==> src/rtl/bw_clk_gclk_pkg.sv <==
// Shared definitions for the gclk ratio divider: divider width, minimum ratio,
// configuration FSM states and the ratio clamp helper.
package bw_clk_gclk_pkg;

   localparam int DIV_W = 5;
   localparam logic [DIV_W-1:0] DIV_MIN = 5'd2;
   localparam logic [DIV_W-1:0] DIV_ONE = 5'd1;

   typedef enum logic [1:0] {
      ST_IDLE = 2'd0,
      ST_PEND = 2'd1,
      ST_DONE = 2'd2
   } cfg_state_t;

   // Ratios of 0 and 1 cannot produce a two-phase clock, so they run as 2.
   function automatic logic [DIV_W-1:0] clamp_div(input logic [DIV_W-1:0] v);
      return (v < DIV_MIN) ? DIV_MIN : v;
   endfunction

endpackage

==> src/rtl/bw_clk_gclk_div_cnt.sv <==
// One divider domain: modulo-ratio counter plus the registered clock output,
// high for the first ceil(ratio/2) counts of each period.
module bw_clk_gclk_div_cnt
   import bw_clk_gclk_pkg::*;
(
   input  logic             rclk,
   input  logic             reset,
   input  logic [DIV_W-1:0] ratio,
   output logic [DIV_W-1:0] cnt,
   output logic             clk_out
);

   logic [DIV_W:0] half;
   logic           at_end;

   assign half   = ({1'b0, ratio} + {{DIV_W{1'b0}}, 1'b1}) >> 1;
   assign at_end = (cnt >= (ratio - DIV_ONE));

   always_ff @(posedge rclk) begin
      if (reset) begin
         cnt     <= '0;
         clk_out <= 1'b0;
      end else begin
         cnt     <= at_end ? '0 : cnt + DIV_ONE;
         clk_out <= ({1'b0, cnt} < half);
      end
   end

endmodule

==> src/rtl/bw_clk_gclk_ratio_div.sv <==
// jbus/ddr clock ratio divider with handshaked ratio change at the common
// alignment point. Define GCLK_DIV_SYNC_EN to drive gclk_sync; otherwise it is 0.
module bw_clk_gclk_ratio_div
   import bw_clk_gclk_pkg::*;
#(
   parameter int JBUS_DIV_RST = 4,
   parameter int DDR_DIV_RST  = 2
) (
   input  logic       rclk,
   input  logic       reset,
   input  logic       cfg_req,
   input  logic [4:0] cfg_jbus_div,
   input  logic [4:0] cfg_ddr_div,
   output logic       cfg_ack,
   output logic       jbus_clk_out,
   output logic       ddr_clk_out,
   output logic       gclk_sync
);

   localparam logic [DIV_W-1:0] JBUS_RST_N = clamp_div(DIV_W'(JBUS_DIV_RST));
   localparam logic [DIV_W-1:0] DDR_RST_N  = clamp_div(DIV_W'(DDR_DIV_RST));

   cfg_state_t       state;
   logic [DIV_W-1:0] n_jbus, n_ddr;
   logic [DIV_W-1:0] sh_jbus, sh_ddr;
   logic [DIV_W-1:0] cnt_jbus, cnt_ddr;
   logic             align;

   // Both counters sit on their last count, so both wrap together this edge.
   assign align = (state == ST_PEND) &&
                  (cnt_jbus == (n_jbus - DIV_ONE)) &&
                  (cnt_ddr  == (n_ddr  - DIV_ONE));

   always_ff @(posedge rclk) begin
      if (reset) begin
         state   <= ST_IDLE;
         n_jbus  <= JBUS_RST_N;
         n_ddr   <= DDR_RST_N;
         sh_jbus <= '0;
         sh_ddr  <= '0;
         cfg_ack <= 1'b0;
      end else begin
         cfg_ack <= align;
         case (state)
            ST_IDLE: begin
               if (cfg_req) begin
                  sh_jbus <= clamp_div(cfg_jbus_div);
                  sh_ddr  <= clamp_div(cfg_ddr_div);
                  state   <= ST_PEND;
               end
            end
            ST_PEND: begin
               if (align) begin
                  n_jbus <= sh_jbus;
                  n_ddr  <= sh_ddr;
                  state  <= ST_DONE;
               end
            end
            ST_DONE: begin
               if (!cfg_req) state <= ST_IDLE;
            end
            default: state <= ST_IDLE;
         endcase
      end
   end

   bw_clk_gclk_div_cnt u_jbus (
      .rclk    (rclk),
      .reset   (reset),
      .ratio   (n_jbus),
      .cnt     (cnt_jbus),
      .clk_out (jbus_clk_out)
   );

   bw_clk_gclk_div_cnt u_ddr (
      .rclk    (rclk),
      .reset   (reset),
      .ratio   (n_ddr),
      .cnt     (cnt_ddr),
      .clk_out (ddr_clk_out)
   );

`ifdef GCLK_DIV_SYNC_EN
   always_ff @(posedge rclk) begin
      if (reset) gclk_sync <= 1'b0;
      else       gclk_sync <= (cnt_jbus == '0) && (cnt_ddr == '0);
   end
`else
   assign gclk_sync = 1'b0;
`endif

endmodule

==> config.mk <==
export PLATFORM = sky130hd
export DESIGN_NAME = bw_clk_gclk_ratio_div
export DESIGN_NICKNAME = d
export VERILOG_FILES = /design/src/rtl/bw_clk_gclk_pkg.sv /design/src/rtl/bw_clk_gclk_div_cnt.sv /design/src/rtl/bw_clk_gclk_ratio_div.sv
export SDC_FILE = /design/constraint.sdc
export NUM_CORES = 1
export LEC_CHECK = 0
export BUFFER_PORTS_ARGS = -buffer_cell sky130_fd_sc_hd__buf_2
export CORE_MARGIN = 1.5
export CORE_UTILIZATION = 54
export CTS_CLUSTER_DIAMETER = 150
export CTS_CLUSTER_SIZE = 8
export DETAILED_ROUTE_END_ITERATION = 8
export PLACE_DENSITY = 0.71
export SLEW_MARGIN = 20
export SYNTH_ARGS = -nofsm -noshare
export SYNTH_HDL_FRONTEND = slang
export SYNTH_HIERARCHICAL = 1
export SYNTH_SLANG_ARGS = --single-unit
==> constraint.sdc <==
create_clock -name rclk -period 3.9 [get_ports rclk]
set_clock_uncertainty 0.15 [all_clocks]
set_input_delay 0.195 -clock rclk [delete_from_list [all_inputs] [get_ports rclk]]
set_output_delay 0.195 -clock rclk [all_outputs]
set_load 0.02 [all_outputs]
# Yosys cells after proc, flatten, opt, wreduce, memory -nomap -nowiden
# Index checks and enable logic that the tools add are counted.
# totals
ff_bits	35
output_inout_bits	4
elab_cells	43
input_bits	13
# op_classes
addsub	6
eq_ne	7
order_cmp	6
muxes	6
n_reduce_logical	8
# op_table
cell	n
$add 5x1->6 const B	2
$add 5x1->5 const B	2
$eq 5x5->1	2
$ge 5x5->1	2
$lt 5x2->1 const B	2
$lt 5x5->1	2
$mux 5	2
$sub 5x1->5 const B	2
$mux 2	3
$ne 2x2->1 const B	3
$pmux 2 s3	1
$reduce_and 2->1	2
$reduce_or 2->1	2
$reduce_and 3->1	1
$eq 2x1->1 const B	1
$eq 2x2->1 const B	1
$logic_and 1x1->1	2
$logic_not 2->1	1

# Logic depth before layout (Yosys ltp)
# Gate-level depths: netlist of run 1.
# logic_depth
word_depth	6
mapped_depth	8
ltp_nobuf	7

# Hierarchy
# The synthesis of run 1 kept the hierarchy.
# by_module_without_submodules
mod	seq_area_each_um2	n_inst	area_each_um2	cells_each
bw_clk_gclk_ratio_div	460.4	1	1214.9	140
bw_clk_gclk_div_cnt	120.1	2	519.2	57

# Worst setup path before layout of run 1
# Ideal clock, no wire load.
# synth_path
path_kind	register to register
start	reg n_ddr[0]
end	reg n_ddr[4]
setup_ns	0.132
slack_ns	1.687
arrival_ns	1.931
path_buffers	1
stages_incl_launch_ff	9
synth_period_minus_slack_ns	2.213
required_ns	3.618
cell_sequence	dfxtp_1 inv_1 ha_1 xnor2_1 xnor2_1 or4_4 buf_6 o31ai_1 a21oi_1
# synth_via
elab_chain_len	4
# synth_rtl
item	line_no	source
start: declaration	bw_clk_gclk_ratio_div.sv:24	logic [DIV_W-1:0] n_jbus, n_ddr;
start signal: assignment	bw_clk_gclk_ratio_div.sv:55	n_ddr <= sh_ddr;
$sub 5x1->5	bw_clk_gclk_ratio_div.sv:32	(cnt_ddr == (n_ddr - DIV_ONE));
$eq 5x5->1	bw_clk_gclk_ratio_div.sv:32	
$logic_and 1x1->1	bw_clk_gclk_ratio_div.sv:31	(cnt_jbus == (n_jbus - DIV_ONE)) &&
$reduce_and 2->1 (no line)	-	
# Every way passes these cells.
# A chain may end at the register's enable or synchronous reset.

# Worst setup path after layout of run 1
# layout_path
start	reg n_ddr[0]
end	reg state[0]
# layout_via
elab_chain_len	5
# layout_rtl
item	line_no	source
$sub 5x1->5	bw_clk_gclk_ratio_div.sv:32	
$eq 5x5->1	bw_clk_gclk_ratio_div.sv:32	
$logic_and 1x1->1	bw_clk_gclk_ratio_div.sv:31	
$ne 2x2->1 (no line)	-	
$reduce_and 3->1 (no line)	-	
end signal: assignment	bw_clk_gclk_ratio_div.sv:36	state <= ST_IDLE;
end signal: assignment	bw_clk_gclk_ratio_div.sv:49	state <= ST_PEND;
end signal: assignment	bw_clk_gclk_ratio_div.sv:56	state <= ST_DONE;
end: declaration	bw_clk_gclk_ratio_div.sv:23	cfg_state_t state;
# Every way passes these cells.

==> results of run 1 <==
[stage by stage]
stage	setup slack, ns	util (%)	std cells	cell area [um2]
after floorplan	1.69	-	254	2250
after global placement	1.61	57.9	309	2320
after detailed placement	1.55	57.9	309	2320
after CTS	1.53	62.2	325	2490
after global routing	1.32	62.2	325	2490
final	1.51	62.2	325	2490
[tightest hold or removal path: cells and delay by family]
kind | cells | cell delay, ns
AO/OA/AOI/OAI | 1 | 0.05
buffers and inverters | 1 | 0.11
AND/OR/NAND/NOR | 1 | 0.07
[worst paths after layout]
check | from | to | slack (ns) | cells after the start
worst min-delay path | cfg_req | state[1]$_SDFFE_PP0P_ | 0.03 | 3
worst max-delay path | n_ddr[0]$_SDFFE_PP0P_ | state[0]$_SDFFE_PP0P_ | 1.51 | 7
worst min register to register | sh_jbus[2]$_SDFFE_PP0P_ | sh_jbus[2]$_SDFFE_PP0P_ | 0.31 | 2
worst max register to register | n_ddr[0]$_SDFFE_PP0P_ | state[0]$_SDFFE_PP0P_ | 1.51 | 7
[flip-flops by register name, summed over array words and instances (netlist names)]
register / count
cfg_ack: 1
u_jbus/clk_out: 1
u_ddr/cnt: 5
sh_jbus: 5
state: 2
u_jbus/cnt: 5
u_ddr/clk_out: 1
n_jbus: 5
sh_ddr: 5
n_ddr: 5
[power breakdown]
part | internal (W) | leakage [nW] | switching, W | total, W
Combinational | 0.000114 | 0.629 | 0.000147 | 0.000261
Clock | 0.000124 | 0.0402 | 0.000140 | 0.000264
Sequential | 0.000396 | 0.286 | 0.0000500 | 0.000447
[per-layer routing]
metal / wire, um / GRT usage (%)
met1: 2170 / 26.8
met2: 2060 / 36.6
met5: 0 / 0
met3: 130 / 5.00
met4: 78 / 8.93
[cell usage in the layout (no fill, tap or decap), types with 10 or more instances in the layout]
master / count
sky130_fd_sc_hd__a21oi_1: 20
sky130_fd_sc_hd__a311oi_1: 10
sky130_fd_sc_hd__buf_2: 15
sky130_fd_sc_hd__dfxtp_1: 35
sky130_fd_sc_hd__ha_1: 26
sky130_fd_sc_hd__inv_1: 12
sky130_fd_sc_hd__nand2_1: 20
sky130_fd_sc_hd__nand3_1: 10
sky130_fd_sc_hd__nor2_1: 15
sky130_fd_sc_hd__xnor2_1: 20
sky130_fd_sc_hd__xor2_1: 11
[logic make-up after synthesis]
| group | synth area share, % |
|---|---|
| other | 0.166 |
| adder cells (fa/ha/maj) | 14.4 |
| flip-flops | 31.1 |
| XOR/XNOR | 12.0 |
| multiplexers | 0.888 |
| AO/OA/AOI/OAI | 16.5 |
| buffers and inverters | 5.27 |
| AND/OR/NAND/NOR | 19.5 |
[cell type report]
| class | count | area (um2) | area share, % |
|---|---|---|---|
| clock buffer | 5 | 68.8 | 2.77 |
| clock inverter | 3 | 20.0 | 0.805 |
| tap | 50 | 62.6 | 2.52 |
| multi-input combinational | 197 | 1430 | 57.7 |
| timing repair buffer | 23 | 155 | 6.24 |
| inverter | 12 | 45.0 | 1.81 |
| sequential | 35 | 701 | 28.2 |
[what timing repair did]
item,4_1_cts,5_1_grt
hold buffers,8,0
gates resized for setup,0,0
hold endpoints to repair,8,0
==> qor.txt, run 1 <==
RUN STATUS
--------------------------------------------------------------------------------------------------
Status                                                                                finished, final reports clean

CLOCK NETWORK
--------------------------------------------------------------------------------------------------
H-tree lvl count                                                                                 2
Number of sinks handled by clock tree synthesis                                                 35
CTS tree                                                                                       yes
CTS max path bufs                                                                                2
Number of CTS-inserted buffers                                                                   5
Root Buffer                                                                           sky130_fd_sc_hd__clkbuf_8
Number of setup buffers added after CTS                                                          0
Clock insertion delay at the later pin of the skew report                                  0.29 ns
Clock transition time at the flip-flop clock pins of the worst setup and hold paths        0.07 ns

STA
--------------------------------------------------------------------------------------------------
Final Hold Vio Count                                                                             0
Fmax                                                                                     0.418 GHz
Setup repair after global routing missed its margin                                          false
Transition time at the pin with the least slew margin                                     0.905 ns
Setup TNS                                                                                     0 ns
Number of max-slew violations in the final report                                                0
Worst slew slack as a fraction of its limit                                                  39.6%
Minimum clock period                                                                       2.39 ns
Min Hold Slack                                                                           0.0313 ns
Final critical-path share of the clock period                                                61.3%
Setup-failing EPs final                                                                          0

PWR
--------------------------------------------------------------------------------------------------
Leakage dissipation                                                                       0.954 nW
Max VDD drop                                                                                196 uV
Total power draw                                                                        0.000972 W
Power density over the cells                                                            391 mW/mm2

WORST SETUP PATH
--------------------------------------------------------------------------------------------------
Worst Path Max Fanout                                                                            9
CP Data Required Time                                                                      3.91 ns
Arrival @ worst endpoint                                                                   2.40 ns
Type of origin of the critical path                                                       register
CP Capture Type                                                                           register
Slowest CP cell                                                                       sky130_fd_sc_hd__or4_4
Category of cells accounting for the largest share of critical-path delay             simple AND/OR/NAND/NOR gates
Setup CP Type                                                                              reg2reg
Crit path top cell by count                                                           sky130_fd_sc_hd__xnor2_1
Number of buffer and inverter stages on the critical path                                        1
Critical path, cell by cell                                                           inv_1, ha_1, xnor2_1, xnor2_1, or4_4, o31ai_1, a21oi_1
Delay of the slowest cell on the worst path                                                0.62 ns

YOSYS
--------------------------------------------------------------------------------------------------
Commonest cells in the netlist                                                        sky130_fd_sc_hd__dfxtp_1 (35), sky130_fd_sc_hd__ha_1 (26), sky130_fd_sc_hd__a21oi_1 (20), sky130_fd_sc_hd__nand2_1 (20), sky130_fd_sc_hd__xnor2_1 (20)
Number of nets produced by synthesis                                                           293
Synthesis Warnings                                                                               6
Count of flip-flops with a built-in enable after synthesis                                       0
Post-synthesis instance total                                                                  254
Flop and latch count out of synthesis                                                           35
Cells taking the most area after synthesis                                            sky130_fd_sc_hd__dfxtp_1 (31%), sky130_fd_sc_hd__ha_1 (14%), sky130_fd_sc_hd__xnor2_1 (7.8%)
Top FF cell, synth                                                                    sky130_fd_sc_hd__dfxtp_1
Mean instance size in the synthesized netlist                                             8.87 um2
Portion of synthesized cell area occupied by the leading cell type                           31.1%
Top-count cell post-synth                                                             sky130_fd_sc_hd__dfxtp_1
Portion of the post-synthesis area used by sequential elements                               31.1%
Yosys top cell by area                                                                sky130_fd_sc_hd__dfxtp_1
Ys async rst share                                                                              0%
Number of library cell types mapped by synthesis                                                41
Synthesized cell area                                                                  0.00225 mm2

FINISH
--------------------------------------------------------------------------------------------------
Ratio of cells with drive above 1 in the final layout                                        11.6%
Antenna diodes                                                                                   0
Filler cells                                                                                   357
Layout Area Growth over Synthesis                                                            10.3%
Net count, final                                                                               313

ROUTING
--------------------------------------------------------------------------------------------------
DRC violation count after routing                                                                0
First-pass DRT Iterations                                                                        4
Total Wirelength                                                                           4440 um
Wirelength per Cell                                                                        13.6 um
Detailed router's first-iteration violation count                                               89
Final antenna-violating net count                                                                0
Via Count                                                                                     1820
Vias per cell                                                                                 5.60

GLOBAL ROUTING
--------------------------------------------------------------------------------------------------
Maximum number of pins on one net before global-route repair                                    30
Overall Global Routing Usage                                                                 21.8%
First-pass GRT wire length                                                                 7430 um
Number of global-route vias before repair                                                     1658
Antenna violations before repair                                                                 0
Global route total overflow                                                                      0

JOB
--------------------------------------------------------------------------------------------------
Number of maximum-capacitance constraint violations                                              0

MIN PATH
--------------------------------------------------------------------------------------------------
Worst min-delay path category                                                               in2reg

PLACE
--------------------------------------------------------------------------------------------------
HPWL after detailed placement                                                              3250 um
PortBufs                                                                                        15
Routability congestion estimate from global placement                                        0.836

FLOORPLAN
--------------------------------------------------------------------------------------------------
Starting density of the core                                                                 56.3%
Die height                                                                                 67.6 um
Area of the die                                                                        0.00457 mm2
Width of the die                                                                           67.6 um
Core region area                                                                       0.00400 mm2
Standard-cell rows                                                                              23
I/O pin cnt                                                                                     17

Power figures use the tool's default switching activity.
==> run 2: changes to the inputs <==
==> constraint.sdc (replaced) <==
create_clock -name rclk -period 2.3 [get_ports rclk]
set_clock_uncertainty 0.15 [all_clocks]
set_input_delay 0.115 -clock rclk [delete_from_list [all_inputs] [get_ports rclk]]
set_output_delay 0.115 -clock rclk [all_outputs]
set_load 0.02 [all_outputs]
==> run 2 against run 1 <==
Effect of this change: the run now ends with hold timing left; register-to-register slack worse by 1.4 ns; total power up 74%; critical path depth unchanged; fmax up 9.9%; clock power up 69%; largest power group unchanged.
==> qor.txt, run 2 (synthesized netlist as in run 1, its figures left out) <==
RUN STATUS
--------------------------------------------------------------------------------------------------
Status                                                                                finished with violations
Violations in the final reports                                                        hold timing

WORST SETUP PATH
--------------------------------------------------------------------------------------------------
Critical path, cell by cell                                                           inv_1, ha_1, nand2_1, xor2_1, ha_1, a211o_1, a311oi_1
Worst Path Max Fanout                                                                            8
Reg-to-Reg End                                                                        u_jbus/cnt[0]$_SDFF_PP0_
CP Data Required Time                                                                      2.34 ns
CP Capture Type                                                                           register
Setup slack of the worst register-to-register path                                         0.12 ns
Slowest CP cell                                                                       sky130_fd_sc_hd__dfxtp_2
Startpoint of the most critical register-to-register path                             n_jbus[0]$_SDFFE_PP0P_
Category of cells accounting for the largest share of critical-path delay             compound AO/OA/AOI/OAI gates
Type of origin of the critical path                                                       register
Setup CP Type                                                                              reg2reg
Number of buffer and inverter stages on the critical path                                        1
Crit path top cell by count                                                           sky130_fd_sc_hd__ha_1
Delay of the slowest cell on the worst path                                                0.42 ns
Arrival @ worst endpoint                                                                   2.22 ns
Worst Reg-to-Reg Cells                                                                           7
Launch point of the worst path                                                        n_jbus[0]$_SDFFE_PP0P_

GLOBAL ROUTING
--------------------------------------------------------------------------------------------------
Number of global-route vias before repair                                                     1795
Most heavily used metal layer in global routing                                               met2
First-pass GRT wire length                                                                 8020 um
Global route total overflow                                                                      0
Maximum number of pins on one net before global-route repair                                    30
Met2 track demand over resource                                                              37.9%
Met3 usage in global routing                                                                 4.00%
Overall Global Routing Usage                                                                 23.2%
Antenna violations before repair                                                                 0
GR Layer Usage met1                                                                          29.9%

CLOCK NETWORK
--------------------------------------------------------------------------------------------------
CTS max path bufs                                                                                2
Root Buffer                                                                           sky130_fd_sc_hd__clkbuf_8
Clock insertion delay at the later pin of the skew report                                  0.29 ns
Number of sinks handled by clock tree synthesis                                                 35
CTS tree                                                                                       yes
Clock transition time at the flip-flop clock pins of the worst setup and hold paths        0.08 ns
H-tree lvl count                                                                                 2
Number of CTS-inserted buffers                                                                   5

FLOORPLAN
--------------------------------------------------------------------------------------------------
Die height                                                                                 67.6 um
Area of the die                                                                        0.00457 mm2
I/O pin cnt                                                                                     17
Starting density of the core                                                                 56.3%
Width of the die                                                                           67.6 um
Standard-cell rows                                                                              23
Core region area                                                                       0.00400 mm2

FINISH
--------------------------------------------------------------------------------------------------
Util after Layout                                                                            65.5%
Ratio of cells with drive above 1 in the final layout                                        16.9%
Net count, final                                                                               328
Layout Area Growth over Synthesis                                                            16.3%
Filler cells                                                                                   341
Antenna diodes                                                                                   0
FF+latch area                                                                              703 um2
Most frequent cells in the layout                                                     sky130_fd_sc_hd__dfxtp_1 (33), sky130_fd_sc_hd__ha_1 (26), sky130_fd_sc_hd__nand2_1 (20), sky130_fd_sc_hd__a21oi_1 (20), sky130_fd_sc_hd__xnor2_1 (20)
Multi-input combinational cell area                                                    0.00145 mm2
Commonest non-fill, non-tap cell in the layout                                        sky130_fd_sc_hd__dfxtp_1

MIN PATH
--------------------------------------------------------------------------------------------------
Hold path startpoint                                                                  cfg_ddr_div[1]
Worst hold path stage count                                                                      3
Worst-case hold path end point                                                        sh_ddr[1]$_SDFFE_PP0P_
Worst min-delay path category                                                               in2reg

STA
--------------------------------------------------------------------------------------------------
Fmax                                                                                     0.460 GHz
Min Hold Slack                                                                         -0.00682 ns
Transition time at the pin with the least slew margin                                     0.562 ns
Final critical-path share of the clock period                                                94.6%
Setup TNS                                                                                     0 ns
Setup-failing EPs final                                                                          0
Worst slew slack as a fraction of its limit                                                  62.5%
Number of max-slew violations in the final report                                                0
Minimum clock period                                                                       2.18 ns
Setup ws final                                                                            0.125 ns
Final Hold Vio Count                                                                             1

ROUTING
--------------------------------------------------------------------------------------------------
Vias per cell                                                                                 5.66
DRC violation count after routing                                                                0
Detailed router's first-iteration violation count                                              110
Final antenna-violating net count                                                                0
Total Wirelength                                                                           4680 um
First-pass DRT Iterations                                                                        4
Via Count                                                                                     1926
Wirelength per Cell                                                                        13.8 um

PLACE
--------------------------------------------------------------------------------------------------
PortBufs                                                                                        15
Pre-CTS setup slack                                                                      0.0626 ns
HPWL after detailed placement                                                              3400 um
Routability congestion estimate from global placement                                        0.773

PWR
--------------------------------------------------------------------------------------------------
Leakage dissipation                                                                        1.03 nW
Max VDD drop                                                                                403 uV
Power density over the cells                                                            646 mW/mm2

JOB
--------------------------------------------------------------------------------------------------
Number of maximum-capacitance constraint violations                                              0

-- run 2: cell count changes in the layout (fill, tap and decap cells not counted), sizes merged --
cell         change
buf             +14
clkbuf           +1
clkinvlp         -1
dlygate4sd3      +1
-- run 2: layer usage --
layer  wire length, um  vias to the layer above
met4                98                        0
met3               106                        8
li1                  -                      989
met2              2180                       27
met1              2300                      902
met5                 0                        -
-- run 2: worst max path at each step --
stage	endpoint	slack [ns]	depth (start not counted)
after global placement	u_jbus/cnt[3]$_SDFF_PP0_	0.13	7
after global routing	u_jbus/cnt[1]$_SDFF_PP0_	-0.003	7
after floorplan	n_ddr[4]$_SDFFE_PP0P_	0.09	8
after detailed placement	state[0]$_SDFFE_PP0P_	0.06	7
final	u_jbus/cnt[0]$_SDFF_PP0_	0.12	7
after CTS	state[0]$_SDFFE_PP0P_	0.03	7
-- run 2: metrics by stage --
step	cell area (um2)	power, W	cells
finish	2620	0.00169	340
global route	2620	0.00181	340
CTS	2600	0.00169	340
detailed placement	2420	0.00124	323
global placement	2420	0.00122	323
floorplan	2250	0.00110	254
-- run 2: timing repair --
action / CTS / global route
hold buffers: 9 / 0
endpoints found under the hold margin: 9 / 0
setup endpoints to repair: 0 / 17
buffers inserted: 0 / 0
resized for setup: 0 / 6
-- run 2: worst reg2reg max path, stage by stage (launching register included) --
cell and delay, ns:
sky130_fd_sc_hd__dfxtp_2 0.42, sky130_fd_sc_hd__inv_1 0.09, sky130_fd_sc_hd__ha_1 0.22, sky130_fd_sc_hd__nand2_1 0.08, sky130_fd_sc_hd__xor2_1 0.15, sky130_fd_sc_hd__ha_1 0.30, sky130_fd_sc_hd__a211o_1 0.38, sky130_fd_sc_hd__a311oi_1 0.28
-- run 2: cell type report --
cell class	instances	share of cell area [%]
clock inverter	2	0.478
multi-input combinational	197	55.5
tap	50	2.39
inverter	12	1.72
sequential	35	26.8
clock buffer	6	2.77
timing repair buffer	38	10.3
-- run 2: power by group --
group          internal [W]  switching (W)
sequential         0.000672      0.0000767
clock              0.000212       0.000235
combinational      0.000222       0.000275
total               0.00111       0.000587
==> run 3: changes to the inputs <==
--- a/config.mk
+++ b/config.mk
@@ -11,7 +11,7 @@
 export CTS_CLUSTER_DIAMETER = 150
 export CTS_CLUSTER_SIZE = 8
 export DETAILED_ROUTE_END_ITERATION = 8
-export PLACE_DENSITY = 0.71
+export PLACE_DENSITY_LB_ADDON = 0.3
 export SLEW_MARGIN = 20
 export SYNTH_ARGS = -nofsm -noshare
 export SYNTH_HDL_FRONTEND = slang
==> run 3 against run 2 <==
Effect of this change: design area up 1.3%; total power up 0.39%; combinational power up 2%; count of clock-buffer cells in the layout unchanged; clock power about the same; non-clock buffer count up 3; worst setup slack worse by 0.043 ns; routed wire length up 3.6%; final cell count up 1.2%; largest cell class unchanged; largest power group unchanged; the run still ends with hold timing left; worst hold slack better by 0.0011 ns.
==> qor.txt, run 3 (synthesized netlist as in run 1, its figures left out) <==
STA
--------------------------------------------------------------------------------------------------
Final Hold Vio Count                                                                             1
Setup-failing EPs final                                                                          0
Worst slew slack as a fraction of its limit                                                  64.1%
Setup repair after global routing missed its margin                                           true
Min Hold Slack                                                                         -0.00572 ns
Setup TNS                                                                                     0 ns
Final critical-path share of the clock period                                                96.4%
Fmax                                                                                     0.451 GHz
Number of max-slew violations in the final report                                                0
Transition time at the pin with the least slew margin                                     0.539 ns
Minimum clock period                                                                       2.22 ns

FINISH
--------------------------------------------------------------------------------------------------
FF+latch area                                                                              703 um2
Ratio of cells with drive above 1 in the final layout                                        17.7%
Antenna diodes                                                                                   0
Layout Area Growth over Synthesis                                                            17.8%
Multi-input combinational cell area                                                    0.00146 mm2
Most frequent cells in the layout                                                     sky130_fd_sc_hd__dfxtp_1 (33), sky130_fd_sc_hd__ha_1 (26), sky130_fd_sc_hd__nand2_1 (20), sky130_fd_sc_hd__a21oi_1 (20), sky130_fd_sc_hd__xnor2_1 (20)
Net count, final                                                                               332
Filler cells                                                                                   314
Util after Layout                                                                            66.4%
Commonest non-fill, non-tap cell in the layout                                        sky130_fd_sc_hd__dfxtp_1

ROUTING
--------------------------------------------------------------------------------------------------
Final antenna-violating net count                                                                0
First-pass DRT Iterations                                                                        4
Detailed router's first-iteration violation count                                               90
Via Count                                                                                     1989
Vias per cell                                                                                 5.78
Total Wirelength                                                                           4850 um
Wirelength per Cell                                                                        14.1 um
DRC violation count after routing                                                                0

WORST SETUP PATH
--------------------------------------------------------------------------------------------------
Delay of the slowest cell on the worst path                                                0.36 ns
CP Capture Type                                                                           register
Arrival @ worst endpoint                                                                   2.27 ns
Worst Reg-to-Reg Cells                                                                           8
Critical path, cell by cell                                                           buf_4, inv_1, ha_1, nand2_1, xor2_1, ha_1, a211o_1, a311oi_1
Crit path top cell by count                                                           sky130_fd_sc_hd__ha_1
Slowest CP cell                                                                       sky130_fd_sc_hd__a211o_1
Setup CP Type                                                                              reg2reg
Type of origin of the critical path                                                       register
Startpoint of the most critical register-to-register path                             n_ddr[0]$_SDFFE_PP0P_
Reg-to-Reg End                                                                        u_ddr/cnt[4]$_SDFF_PP0_
CP Data Required Time                                                                      2.35 ns
Setup slack of the worst register-to-register path                                         0.08 ns
Worst Path Max Fanout                                                                            7

GLOBAL ROUTING
--------------------------------------------------------------------------------------------------
First-pass GRT wire length                                                                 8000 um
Number of global-route vias before repair                                                     1765
Antenna violations before repair                                                                 0
Global route total overflow                                                                      0
Overall Global Routing Usage                                                                 23.3%
Maximum number of pins on one net before global-route repair                                    30

RUN STATUS
--------------------------------------------------------------------------------------------------
Violations in the final reports                                                        hold timing
Status                                                                                finished with violations

CLOCK NETWORK
--------------------------------------------------------------------------------------------------
Number of setup buffers added after CTS                                                          0
Clock insertion delay at the later pin of the skew report                                  0.29 ns
Number of CTS-inserted buffers                                                                   5
CTS max path bufs                                                                                2
Clock transition time at the flip-flop clock pins of the worst setup and hold paths        0.08 ns
H-tree lvl count                                                                                 2
Number of sinks handled by clock tree synthesis                                                 35
Root Buffer                                                                           sky130_fd_sc_hd__clkbuf_8
CTS tree                                                                                       yes

MIN PATH
--------------------------------------------------------------------------------------------------
Hold path startpoint                                                                  cfg_jbus_div[1]
Worst-case hold path end point                                                        sh_jbus[1]$_SDFFE_PP0P_
Worst hold path stage count                                                                      3
Worst min-delay path category                                                               in2reg

PLACE
--------------------------------------------------------------------------------------------------
PortBufs                                                                                        15
HPWL after detailed placement                                                              3460 um
Routability congestion estimate from global placement                                        0.819

FLOORPLAN
--------------------------------------------------------------------------------------------------
Die height                                                                                 67.6 um
I/O pin cnt                                                                                     17
Width of the die                                                                           67.6 um
Core region area                                                                       0.00400 mm2
Starting density of the core                                                                 56.3%
Standard-cell rows                                                                              23
Area of the die                                                                        0.00457 mm2

PWR
--------------------------------------------------------------------------------------------------
Power density over the cells                                                            640 mW/mm2
Leakage dissipation                                                                        1.05 nW
Max VDD drop                                                                                373 uV
Total power draw                                                                         0.00170 W

JOB
--------------------------------------------------------------------------------------------------
Number of maximum-capacitance constraint violations                                              0

## run 3: changes by cell type in the layout (fill, tap and decap cells not counted), sizes merged
| cell | delta |
|---|---|
| nand3 | +1 |
| buf | +2 |
| dlygate4sd3 | +1 |
## run 3: stage by stage
stage	hold WS, ns	worst slack (ns)	cells	instance area [um2]
floorplan	0.0983	0.0865	254	2250
global placement	0.207	0.127	325	2440
detailed placement	0.214	0.0905	325	2440
CTS	0.00129	0.0667	343	2620
global route	0.00449	-0.0302	344	2660
finish	-0.00572	0.0822	344	2660
## run 3: area by class of cell
cell class              instances  area share, %
well taps                      50           2.36
clock inverters                 2          0.471
repair buffers                 41           11.1
clock buffers                   6           2.73
flip-flops and latches         35           26.5
multi-input cells             198           55.1
inverters                      12           1.70
## run 3: timing repair
item | in CTS | in global routing
endpoints found under the hold margin | 10 | 0
endpoints found under the setup margin | 0 | 19
hold buffers | 10 | 0
gates resized for setup | 0 | 7
## run 3: worst max-delay path by stage
stage | cells after the start | start | slack [ns] | endpoint
6_report | 8 | n_ddr[0]$_SDFFE_PP0P_ | 0.08 | u_ddr/cnt[4]$_SDFF_PP0_
5_1_grt | 8 | n_ddr[0]$_SDFFE_PP0P_ | -0.03 | u_ddr/cnt[0]$_SDFF_PP0_
4_1_cts | 7 | n_jbus[0]$_SDFFE_PP0P_ | 0.07 | n_ddr[3]$_SDFFE_PP0P_
3_5_place_dp | 7 | n_jbus[0]$_SDFFE_PP0P_ | 0.09 | u_jbus/cnt[0]$_SDFF_PP0_
3_3_place_gp | 7 | n_jbus[0]$_SDFFE_PP0P_ | 0.13 | u_jbus/cnt[2]$_SDFF_PP0_
2_1_floorplan | 8 | n_ddr[0]$_SDFFE_PP0P_ | 0.09 | n_ddr[4]$_SDFFE_PP0P_
## run 3: report_power, final
part           switching [W]  total (W)  internal (W)
combinational       0.000283   0.000508      0.000225
clock               0.000234   0.000446      0.000212
sequential         0.0000731   0.000745      0.000672
## run 3: metal layers
metal / GRT usage (%) / up-vias / wire length, um
li1: - / 1004 / -
met1: 29.8 / 940 / 2220
met2: 39.1 / 39 / 2410
met3: 4.83 / 6 / 164
met4: 7.14 / 0 / 57
met5: 0 / - / 0
## run 3: critical path, delay by kind of cell, from the launching register on
kind / cells / cell delay [ns]
adder cells (fa/ha/maj): 2 / 0.50
flip-flops: 1 / 0.34
XOR/XNOR: 1 / 0.18
AND/OR/NAND/NOR: 1 / 0.08
AO/OA/AOI/OAI: 2 / 0.65
buffers and inverters: 2 / 0.23
